`config.mk`:
```
export PLATFORM = sky130hd
export DESIGN_NAME = rf_wr_arbiter
export DESIGN_NICKNAME = d
export VERILOG_FILES = /design/src/rtl/rf_arb_pkg.sv /design/src/rtl/rf_arb_fifo.sv /design/src/rtl/rf_wr_arbiter.sv
export SDC_FILE = /design/constraint.sdc
export NUM_CORES = 1
export LEC_CHECK = 0
export ABC_AREA = 1
export CORE_ASPECT_RATIO = 0.7
export CORE_MARGIN = 2
export CORE_UTILIZATION = 30
export DETAILED_ROUTE_END_ITERATION = 8
export PLACE_DENSITY_LB_ADDON = 0.25
export REMOVE_ABC_BUFFERS = 1
export SLEW_MARGIN = 20
export SYNTH_ARGS = -nofsm -noshare
export SYNTH_HDL_FRONTEND = slang
export SYNTH_SLANG_ARGS = --single-unit
```
`constraint.sdc`:
```
create_clock -name clk -period 2.4 [get_ports clk]
set_input_delay 0.48 -clock clk [delete_from_list [all_inputs] [get_ports clk]]
set_output_delay 0.48 -clock clk [all_outputs]
set_load 0.01 [all_outputs]
```
`src/rtl/rf_arb_pkg.sv`:
```
// Shared types and constants for the register-file write-port arbiter.
package rf_arb_pkg;

    localparam int REG_AW   = 5;
    localparam int XLEN_DEF = 32;

    typedef enum logic {
        NORMAL = 1'b0,
        STARVE = 1'b1
    } arb_state_e;

    typedef struct packed {
        logic [REG_AW-1:0]   rd;
        logic [XLEN_DEF-1:0] data;
    } llu_entry_t;

endpackage

```
`src/rtl/rf_arb_fifo.sv`:
```
// Small synchronous FIFO for buffered LLU results, with a probe that reports
// whether a given destination register is held in any occupied slot.
module rf_arb_fifo
    import rf_arb_pkg::*;
#(
    parameter int  DEPTH   = 2,
    parameter type entry_t = llu_entry_t
) (
    input  logic                     clk,
    input  logic                     rst_n,
    input  logic                     push,
    input  entry_t                   push_data,
    input  logic                     pop,
    output entry_t                   head,
    output logic                     full,
    output logic                     empty,
    output logic [$clog2(DEPTH):0]   count,
    input  logic [REG_AW-1:0]        probe_rd,
    output logic                     probe_hit
);

    localparam int AW = (DEPTH > 1) ? $clog2(DEPTH) : 1;
    localparam int CW = $clog2(DEPTH) + 1;

    entry_t          mem_q [DEPTH];
    logic [AW-1:0]   wr_ptr_q, wr_ptr_d;
    logic [AW-1:0]   rd_ptr_q, rd_ptr_d;
    logic [CW-1:0]   count_q, count_d;
    logic [DEPTH-1:0] hit_vec;

    function automatic logic [AW-1:0] ptr_inc(input logic [AW-1:0] p);
        return (p == AW'(DEPTH - 1)) ? '0 : p + 1'b1;
    endfunction

    always_comb begin
        wr_ptr_d = push ? ptr_inc(wr_ptr_q) : wr_ptr_q;
        rd_ptr_d = pop  ? ptr_inc(rd_ptr_q) : rd_ptr_q;
        count_d  = count_q;
        case ({push, pop})
            2'b10:   count_d = count_q + 1'b1;
            2'b01:   count_d = count_q - 1'b1;
            default: count_d = count_q;
        endcase
    end

    always_ff @(posedge clk or negedge rst_n) begin
        if (!rst_n) begin
            wr_ptr_q <= '0;
            rd_ptr_q <= '0;
            count_q  <= '0;
        end else begin
            wr_ptr_q <= wr_ptr_d;
            rd_ptr_q <= rd_ptr_d;
            count_q  <= count_d;
        end
    end

    // Storage carries no reset: occupancy alone decides which slots are meaningful.
    always_ff @(posedge clk) begin
        if (push) begin
            mem_q[wr_ptr_q] <= push_data;
        end
    end

    generate
        for (genvar gi = 0; gi < DEPTH; gi++) begin : g_probe
            logic [AW-1:0] off;
            assign off         = AW'(gi) - rd_ptr_q;
            assign hit_vec[gi] = (CW'(off) < count_q) && (mem_q[gi].rd == probe_rd);
        end
    endgenerate

    assign head      = mem_q[rd_ptr_q];
    assign full      = (count_q == CW'(DEPTH));
    assign empty     = (count_q == '0);
    assign count     = count_q;
    assign probe_hit = |hit_vec;

endmodule

```
`src/rtl/rf_wr_arbiter.sv`:
```
// Register-file write-port arbiter between writeback and a long-latency unit.
// Optional perf counters are enabled with `define RF_ARB_PERF_EN.
module rf_wr_arbiter
    import rf_arb_pkg::*;
#(
    parameter int XLEN     = XLEN_DEF,
    parameter int DEPTH    = 2,
    parameter int MAX_WAIT = 4
) (
    input  logic                   clk,
    input  logic                   rst,
    input  logic                   wb_we,
    input  logic [REG_AW-1:0]      wb_rd,
    input  logic [XLEN-1:0]        wb_data,
    output logic                   wb_stall,
    input  logic                   llu_valid,
    input  logic [REG_AW-1:0]      llu_rd,
    input  logic [XLEN-1:0]        llu_data,
    output logic                   llu_ready,
    output logic                   rf_we,
    output logic [REG_AW-1:0]      rf_rsw,
    output logic [XLEN-1:0]        rf_data,
    output logic                   busy,
    output logic [$clog2(DEPTH):0] buf_count
`ifdef RF_ARB_PERF_EN
    ,
    output logic [31:0]            perf_conflict,
    output logic [31:0]            perf_stall
`endif
);

    localparam int WCW = $clog2(MAX_WAIT + 1);

    typedef struct packed {
        logic [REG_AW-1:0] rd;
        logic [XLEN-1:0]   data;
    } entry_t;

    arb_state_e          state_q, state_d;
    logic [WCW-1:0]      wait_q, wait_d;
    entry_t              head, push_entry;
    logic                full, empty, waw_hit;
    logic [$clog2(DEPTH):0] count;
    logic                wb_req, grant_wb, grant_llu, stall_c, push;

    assign wb_req     = wb_we && (wb_rd != '0);
    assign push_entry = '{rd: llu_rd, data: llu_data};
    // x0 results finish the handshake but are dropped here.
    assign push       = rst && llu_valid && !full && (llu_rd != '0);

    rf_arb_fifo #(
        .DEPTH   (DEPTH),
        .entry_t (entry_t)
    ) u_fifo (
        .clk       (clk),
        .rst_n     (rst),
        .push      (push),
        .push_data (push_entry),
        .pop       (grant_llu),
        .head      (head),
        .full      (full),
        .empty     (empty),
        .count     (count),
        .probe_rd  (wb_rd),
        .probe_hit (waw_hit)
    );

    always_comb begin
        grant_wb  = 1'b0;
        grant_llu = 1'b0;
        stall_c   = 1'b0;
        state_d   = NORMAL;
        wait_d    = wait_q;
        if (rst) begin
            case (state_q)
                NORMAL: begin
                    if (wb_req) begin
                        grant_wb = 1'b1;
                    end else if (!empty) begin
                        grant_llu = 1'b1;
                    end
                end
                STARVE: begin
                    grant_llu = !empty;
                    stall_c   = wb_req;
                end
                default: ;
            endcase
            if (grant_llu) begin
                wait_d = '0;
            end else if (!empty) begin
                wait_d = WCW'(wait_q + 1'b1);
                if (wait_q == WCW'(MAX_WAIT - 1)) begin
                    state_d = STARVE;
                end
            end
        end
    end

    always_ff @(posedge clk or negedge rst) begin
        if (!rst) begin
            state_q <= NORMAL;
            wait_q  <= '0;
        end else begin
            state_q <= state_d;
            wait_q  <= wait_d;
        end
    end

    always_comb begin
        rf_rsw  = '0;
        rf_data = '0;
        if (grant_wb) begin
            rf_rsw  = wb_rd;
            rf_data = wb_data;
        end else if (grant_llu) begin
            rf_rsw  = head.rd;
            rf_data = head.data;
        end
    end

    assign rf_we     = grant_wb || grant_llu;
    assign wb_stall  = stall_c;
    assign llu_ready = rst && !full;
    assign busy      = rst && !empty;
    assign buf_count = rst ? count : '0;

    // Simulation-only: the hazard unit must keep WB off any buffered destination.
    waw_excluded: assert property (@(posedge clk) disable iff (!rst) !(wb_req && waw_hit));

`ifdef RF_ARB_PERF_EN
    logic [31:0] perf_conflict_q, perf_stall_q;

    always_ff @(posedge clk or negedge rst) begin
        if (!rst) begin
            perf_conflict_q <= '0;
            perf_stall_q    <= '0;
        end else begin
            if (grant_wb && !empty && (perf_conflict_q != '1)) begin
                perf_conflict_q <= perf_conflict_q + 1'b1;
            end
            if (stall_c && (perf_stall_q != '1)) begin
                perf_stall_q <= perf_stall_q + 1'b1;
            end
        end
    end

    assign perf_conflict = perf_conflict_q;
    assign perf_stall    = perf_stall_q;
`endif

endmodule

```
# Yosys cells after proc, flatten, opt, wreduce, memory -nomap -nowiden
# Memories as Yosys holds them, arrays and structs flattened.
# Cells that the tools add are included.
# word_totals
out_inout_bits	43
rom_bits	0
mem_count	1
word_cells	57
latchBits	0
ram_bits	74
ff_bits	8
in_bits	78
# memory_table
name	depth	word_bits	rd	rd_clocked_by_memory_dff	write_ports	line	rtl
u_fifo.mem_q	2	37	1	0	1	rf_arb_fifo.sv:25	entry_t mem_q [DEPTH];
# classes
n_bitwise	1
addsub	5
magnitude_cmp	0
muxes	26
div	0
reduce_logical	14
multipliers	0
n_shift	0
n_eq_ne	5
# ops
operator	count
$mux 32	2
$mux 1	17
$mux 5	2
$reduce_bool 5->1	2
$logic_and 1x1->1	6
$mux 3	2
$eq 2x2->1 const B	2
$pmux 2 s2	1
$add 3x1->3 const B	1
$eq 3x2->1 const B	1
$add 1x1->1 const B	2
$add 2x1->2 const B	1
$eq 2x1->1 const B	1
$logic_not 1->1	2
$logic_not 2->1	1
$mux 2	1
$ne 2x1->1 const B	1
$pmux 1 s2	1
$reduce_and 2->1	1
$reduce_bool 2->1	1
$sub 2x1->2 const B	1
$logic_or 1x1->1	1
$not 1->1	1

# Depth between registers and ports, before layout
# logic_depth
ltp_word	8
ltp_mapped	10
depth_no_buf	9

# Hierarchy
# A second synthesis with hierarchy kept.
# hier_totals
cells_unflattened	363
area_unflattened_um2	4366.7
# modules_own_cells
mod	n_inst	seq_area_each_um2	cells_each	area_per_inst_um2
rf_arb_fifo	1	2322.2	199	3225.6
rf_wr_arbiter	1	100.1	164	1141.1

# Worst setup path after synthesis
# No wires, ideal clock.
# synth_path
path_type	input port to flip-flop
start	input llu_valid
end	memory u_fifo.mem_q[1][0] in the netlist's numbering (enable)
path_slack_ns	-0.336
setup_ns	0.431
path_stages	4
n_path_buf	0
t_arrival_ns	2.305
required_ns	1.969
cell_sequence	nand2_1 -> nor2_1 -> nand2_1 -> nor2_1
# synth_between
elab_chain_len	5
# synth_lines
item	line	rtl
start: declaration	rf_wr_arbiter.sv:16	input logic llu_valid,
$logic_and 1x1->1 (3 in series)	rf_wr_arbiter.sv:49	assign push = rst && llu_valid && !full && (llu_rd != '0);
$mux 1	rf_arb_fifo.sv:60	if (push) begin
$mux 1 (not written as such)	rf_arb_fifo.sv:61	mem_q[wr_ptr_q] <= push_data;
end: declaration	rf_arb_fifo.sv:25	
# Every way passes these cells.

# Final worst setup path
# layout_path
start	input wb_rd[2]
end	output rf_data[30]
# layout_between
elab_chain_len	8
word_cells_on_any_way	11
cone_classes	mux: 9; reduce/logical: 2
# layout_lines
item	line	rtl
start: declaration	rf_wr_arbiter.sv:13	input logic [REG_AW-1:0] wb_rd,
$reduce_bool 5->1 *	rf_wr_arbiter.sv:46	assign wb_req = wb_we && (wb_rd != '0);
$logic_and 1x1->1 *	rf_wr_arbiter.sv:46	
$mux 1	rf_wr_arbiter.sv:77	if (wb_req) begin
$pmux 1 s2	rf_wr_arbiter.sv:75	case (state_q)
$mux 1 (2 in series)	rf_wr_arbiter.sv:74	if (rst) begin
$mux 32	rf_wr_arbiter.sv:116	end else if (grant_llu) begin
$mux 32 *	rf_wr_arbiter.sv:113	if (grant_wb) begin
end: declaration	rf_wr_arbiter.sv:22	output logic [XLEN-1:0] rf_data,
# Every way passes the cells marked *; elsewhere a longest branch is shown, timed or not. The select of a mux whose other input is x is not followed.

==> impl_metrics.xml <==
<?xml version="1.0" encoding="UTF-8"?>
<metrics>
  <group name="outcome">
    <metric name="run_status" unit="">finished clean</metric>
  </group>
  <group name="layout">
    <metric name="final_layout_size_suffix_gt1_frac" unit="">0.1595</metric>
    <metric name="register_area" unit="µm²">2422</metric>
    <metric name="n_antenna_cell" unit="">0</metric>
    <metric name="multi_input_area" unit="µm²">1111</metric>
    <metric name="num-fill-cells" unit="">1190</metric>
    <metric name="synthToLayoutAreaGrowth" unit="%">46.95</metric>
    <metric name="final_cells" unit="">695</metric>
    <metric name="layout.nets" unit="">611</metric>
  </group>
  <group name="worst_setup_path">
    <metric name="worst_path_largest_cell_delay" unit="ps">250</metric>
    <metric name="crit_buf_inv" unit="">5</metric>
    <metric name="worst_ep_arrival_time" unit="ps">1820</metric>
    <metric name="crit_required" unit="ps">1920</metric>
    <metric name="endpoint_of_the_lowest_slack_register_to_register_path" unit="">u_fifo.count[1]</metric>
    <metric name="rr_startpoint" unit="">state_q</metric>
    <metric name="critPathLaunchType" unit="">primary input</metric>
    <metric name="critical-path-top-delay-family" unit="">buffers and inverters</metric>
    <metric name="critical_path.cell_chain" unit="">dlygate4sd2_1 &gt; nor2_2 &gt; nand3_2 &gt; buf_6 &gt; nand3_4 &gt; buf_4 &gt; buf_12 &gt; nand3_1 &gt; o21ai_0 &gt; clkdlybuf4s15_2</metric>
    <metric name="worst-setup-path-type" unit="">primary input to output pin</metric>
    <metric name="rr_worst_depth" unit="">13</metric>
    <metric name="rrSetupSlack" unit="ps">260</metric>
    <metric name="timing.critical_path.fanout_max" unit="">11</metric>
    <metric name="worstSetupEndpointType" unit="">output pin</metric>
    <metric name="critical_path.slowest_cell" unit="">sky130_fd_sc_hd__dlygate4sd2_1</metric>
  </group>
  <group name="cts">
    <metric name="htree_levels" unit="">3</metric>
    <metric name="clock-sinks" unit="">82</metric>
    <metric name="tritoncts" unit="">done</metric>
    <metric name="worstSkewPairLatency" unit="ps">330</metric>
    <metric name="cts_buffer_depth" unit="">2</metric>
    <metric name="cts_root_buffer" unit="">sky130_fd_sc_hd__clkbuf_16</metric>
    <metric name="clk_transition_reported_paths" unit="ps">50</metric>
    <metric name="hold_buffers" unit="">0</metric>
    <metric name="cts-buffers-inserted" unit="">9</metric>
  </group>
  <group name="timing">
    <metric name="whs" unit="ps">283.5</metric>
    <metric name="setup-violations-final" unit="">0</metric>
    <metric name="timing.clock.skew" unit="ps">7.407</metric>
    <metric name="final_period_minus_worst_setup_slack" unit="ps">2298</metric>
    <metric name="period_share" unit="">0.9574</metric>
    <metric name="rsz_0062_raised_after_global_routing" unit="">false</metric>
    <metric name="max_clock_freq" unit="GHz">0.4352</metric>
    <metric name="slew_viol_final" unit="">0</metric>
    <metric name="timing.max_slew.rel_slack" unit="">0.8292</metric>
    <metric name="timing.final.hold_violations" unit="">0</metric>
    <metric name="timing_worst_slew_pin_value" unit="ps">254.3</metric>
  </group>
  <group name="global_routing">
    <metric name="grt_pass1_wl" unit="µm">14750</metric>
    <metric name="globalRouteOverflowTotal" unit="">0</metric>
    <metric name="number_of_global_route_vias_before_repair" unit="">2953</metric>
    <metric name="largest_net_degree_at_the_start_of_global_routing" unit="">31</metric>
    <metric name="track_usage" unit="">0.1388</metric>
    <metric name="initial_antenna_violation_count" unit="">0</metric>
  </group>
  <group name="yosys">
    <metric name="synth.yosys.seq_area_share" unit="">0.6278</metric>
    <metric name="netlist_area" unit="µm²">3859</metric>
    <metric name="synth.ff_latch_count" unit="">82</metric>
    <metric name="synth_warnings" unit="">0</metric>
    <metric name="syn-mean-instance-area" unit="µm²">10.02</metric>
    <metric name="synthCells" unit="">385</metric>
    <metric name="yosys.cell_types.count" unit="">24</metric>
  </group>
  <group name="floorplanning">
    <metric name="floorplan.die_area" unit="µm²">13800</metric>
    <metric name="die_x" unit="µm">139.6</metric>
    <metric name="io-pin-count" unit="">121</metric>
    <metric name="die_h" unit="µm">98.89</metric>
    <metric name="floorplan.core_area" unit="µm²">12510</metric>
    <metric name="fp-row-count" unit="">34</metric>
    <metric name="initial_core_util" unit="">0.3085</metric>
  </group>
  <group name="hold_path">
    <metric name="min_path_type" unit="">primary input to asynchronous set/reset pin</metric>
  </group>
  <group name="power_and_ir_drop">
    <metric name="leakagePower" unit="nW">2.494</metric>
    <metric name="p_per_area" unit="nW/µm²">856.5</metric>
    <metric name="power.ir.vdd_worst" unit="V">0.0003426</metric>
    <metric name="total_power" unit="mW">4.857</metric>
  </group>
  <group name="place">
    <metric name="post-dp-hpwl" unit="µm">6196</metric>
    <metric name="place.detailed.instances" unit="">669</metric>
    <metric name="placement.io_buffers" unit="">120</metric>
    <metric name="place_congestion" unit="">0.7271</metric>
  </group>
  <group name="run">
    <metric name="cap_viol_max_count" unit="">0</metric>
  </group>
  <group name="route">
    <metric name="drt-vias-per-instance" unit="">4.364</metric>
    <metric name="post_drt_wl_per_cell" unit="µm">13.05</metric>
    <metric name="initialDrtViolationCount" unit="">153</metric>
    <metric name="routed_wirelength" unit="µm">9072</metric>
    <metric name="routed_vias" unit="">3033</metric>
    <metric name="post-route-drc-count" unit="">0</metric>
    <metric name="dr.pass1.iters" unit="">4</metric>
    <metric name="ant_nets" unit="">0</metric>
  </group>
</metrics>
-- registers in the layout, indices dropped and copies added, names as in the netlist --
name,cells
state_q,1
u_fifo.count,2
u_fifo.mem_q,74
u_fifo.rd_ptr_q,1
u_fifo.wr_ptr_q,1
wait_q,3
-- worst register-to-register path, delay by kind of cell (launching register included) --
family	cells	cell delay, ps
buffers and inverters	7	820
DFF	1	380
adders and majority gates	1	310
AOI/OAI and AO/OA	2	190
and+or+nand+nor	2	170
xor gates and xnor gates	1	150
-- worst max path at each step --
stage | start | endpoint | slack, ps | cells past startpoint
after floorplan | llu_valid | u_fifo.mem_q[1][0] | -340 | 4
after global placement | wb_rd[2] | rf_data[4] | -320 | 8
after detailed placement | rst | rf_rsw[0] | -340 | 7
after CTS | wb_rd[3] | rf_data[28] | 0.6 | 11
after global routing | wb_rd[2] | rf_rsw[0] | 9 | 8
final | wb_rd[2] | rf_data[30] | 100 | 10
-- report_power, final --
group | switching, mW | leakage, nW | total (mW) | internal, mW
Combinational | 1.03 | 1.59 | 1.82 | 0.789
Clock | 0.489 | 0.123 | 1.18 | 0.687
Sequential | 0.0741 | 0.776 | 1.86 | 1.79
-- synthesized netlist by cell type --
| cell | number | area share |
|---|---|---|
| sky130_fd_sc_hd__nand2_1 | 132 | 0.13 |
| sky130_fd_sc_hd__edfxtp_1 | 74 | 0.58 |
| sky130_fd_sc_hd__inv_1 | 48 | 0.047 |
| sky130_fd_sc_hd__nand3_1 | 40 | 0.052 |
| sky130_fd_sc_hd__o21ai_1 | 18 | 0.023 |
| sky130_fd_sc_hd__o21ai_0 | 16 | 0.021 |
| sky130_fd_sc_hd__buf_6 | 12 | 0.035 |
| sky130_fd_sc_hd__nor2_1 | 11 | 0.011 |
| sky130_fd_sc_hd__dfrtp_1 | 8 | 0.052 |
| sky130_fd_sc_hd__buf_4 | 5 | 0.0097 |
| sky130_fd_sc_hd__o21ai_2 | 4 | 0.0091 |
| sky130_fd_sc_hd__ha_1 | 3 | 0.0097 |
| sky130_fd_sc_hd__buf_2 | 2 | 0.0026 |
| sky130_fd_sc_hd__nand3_2 | 2 | 0.0052 |
| sky130_fd_sc_hd__a21oi_1 | 1 | 0.0013 |
| sky130_fd_sc_hd__clkbuf_2 | 1 | 0.0013 |
| sky130_fd_sc_hd__inv_2 | 1 | 0.00097 |
| sky130_fd_sc_hd__nand2_2 | 1 | 0.0016 |
| sky130_fd_sc_hd__nand4_2 | 1 | 0.0032 |
| sky130_fd_sc_hd__nor3_1 | 1 | 0.0013 |
| sky130_fd_sc_hd__nor3b_2 | 1 | 0.0032 |
| sky130_fd_sc_hd__or2_2 | 1 | 0.0016 |
| sky130_fd_sc_hd__xnor2_1 | 1 | 0.0023 |
| sky130_fd_sc_hd__xor2_1 | 1 | 0.0023 |
-- metrics by stage --
step	utilization	setup TNS, ps	instance area (µm²)	worst slack, ps
finish	0.4534	0	5670	102.3
global route	0.4534	0	5670	8.600
CTS	0.4535	0	5672	0.6428
detailed placement	0.4266	-14910	5335	-340.8
global placement	0.4266	-13250	5335	-323.6
floorplan	-	-12420	3671	-335.8
-- layout make-up --
cell class              instances  share of cell area
clock buffers                  11             0.04104
inverters                      49             0.03244
well taps                     162             0.03575
clock inverters                 3            0.003089
flip-flops and latches         82              0.4272
repair buffers                154              0.2646
multi-input cells             234              0.1959
-- repair_timing --
item | CTS | global route
resized for setup | 112 | 13
cloned | 1 | 0
setup buffers | 11 | 1
pin swaps | 4 | 3
setup endpoints to repair | 42 | 25
-- logic make-up (layout without fill, tap and decap cells) --
group / after synthesis / after routing / share of synthesized area
compound gates: 39 / 39 / 0.05447
xor+xnor: 2 / 2 / 0.004540
simple gates: 190 / 190 / 0.2072
flops: 82 / 82 / 0.6278
fa+ha+maj: 3 / 3 / 0.009729
buf+inv: 69 / 217 / 0.09630
-- per-layer routing --
metal	track usage	wire length (µm)
met1	0.1846	4446
met2	0.2112	3805
met3	0.05296	715
met4	0.04385	104
met5	0	0
-- layout by cell type, fill, tap and decap left out, types with 4 or more instances in the layout --
master	Yosys	final
sky130_fd_sc_hd__buf_12	0	10
sky130_fd_sc_hd__buf_2	2	18
sky130_fd_sc_hd__buf_4	5	19
sky130_fd_sc_hd__clkbuf_16	0	9
sky130_fd_sc_hd__clkdlybuf4s50_1	0	75
sky130_fd_sc_hd__dfrtp_1	8	8
sky130_fd_sc_hd__dlygate4sd2_1	0	25
sky130_fd_sc_hd__edfxtp_1	74	74
sky130_fd_sc_hd__inv_1	48	47
sky130_fd_sc_hd__nand2_1	132	132
sky130_fd_sc_hd__nand3_1	40	37
sky130_fd_sc_hd__nand3_2	2	4
sky130_fd_sc_hd__nor2_1	11	8
sky130_fd_sc_hd__o21ai_0	16	14
sky130_fd_sc_hd__o21ai_1	18	18
sky130_fd_sc_hd__o21ai_2	4	6
No activity file was read; power rests on OpenSTA's default activity.
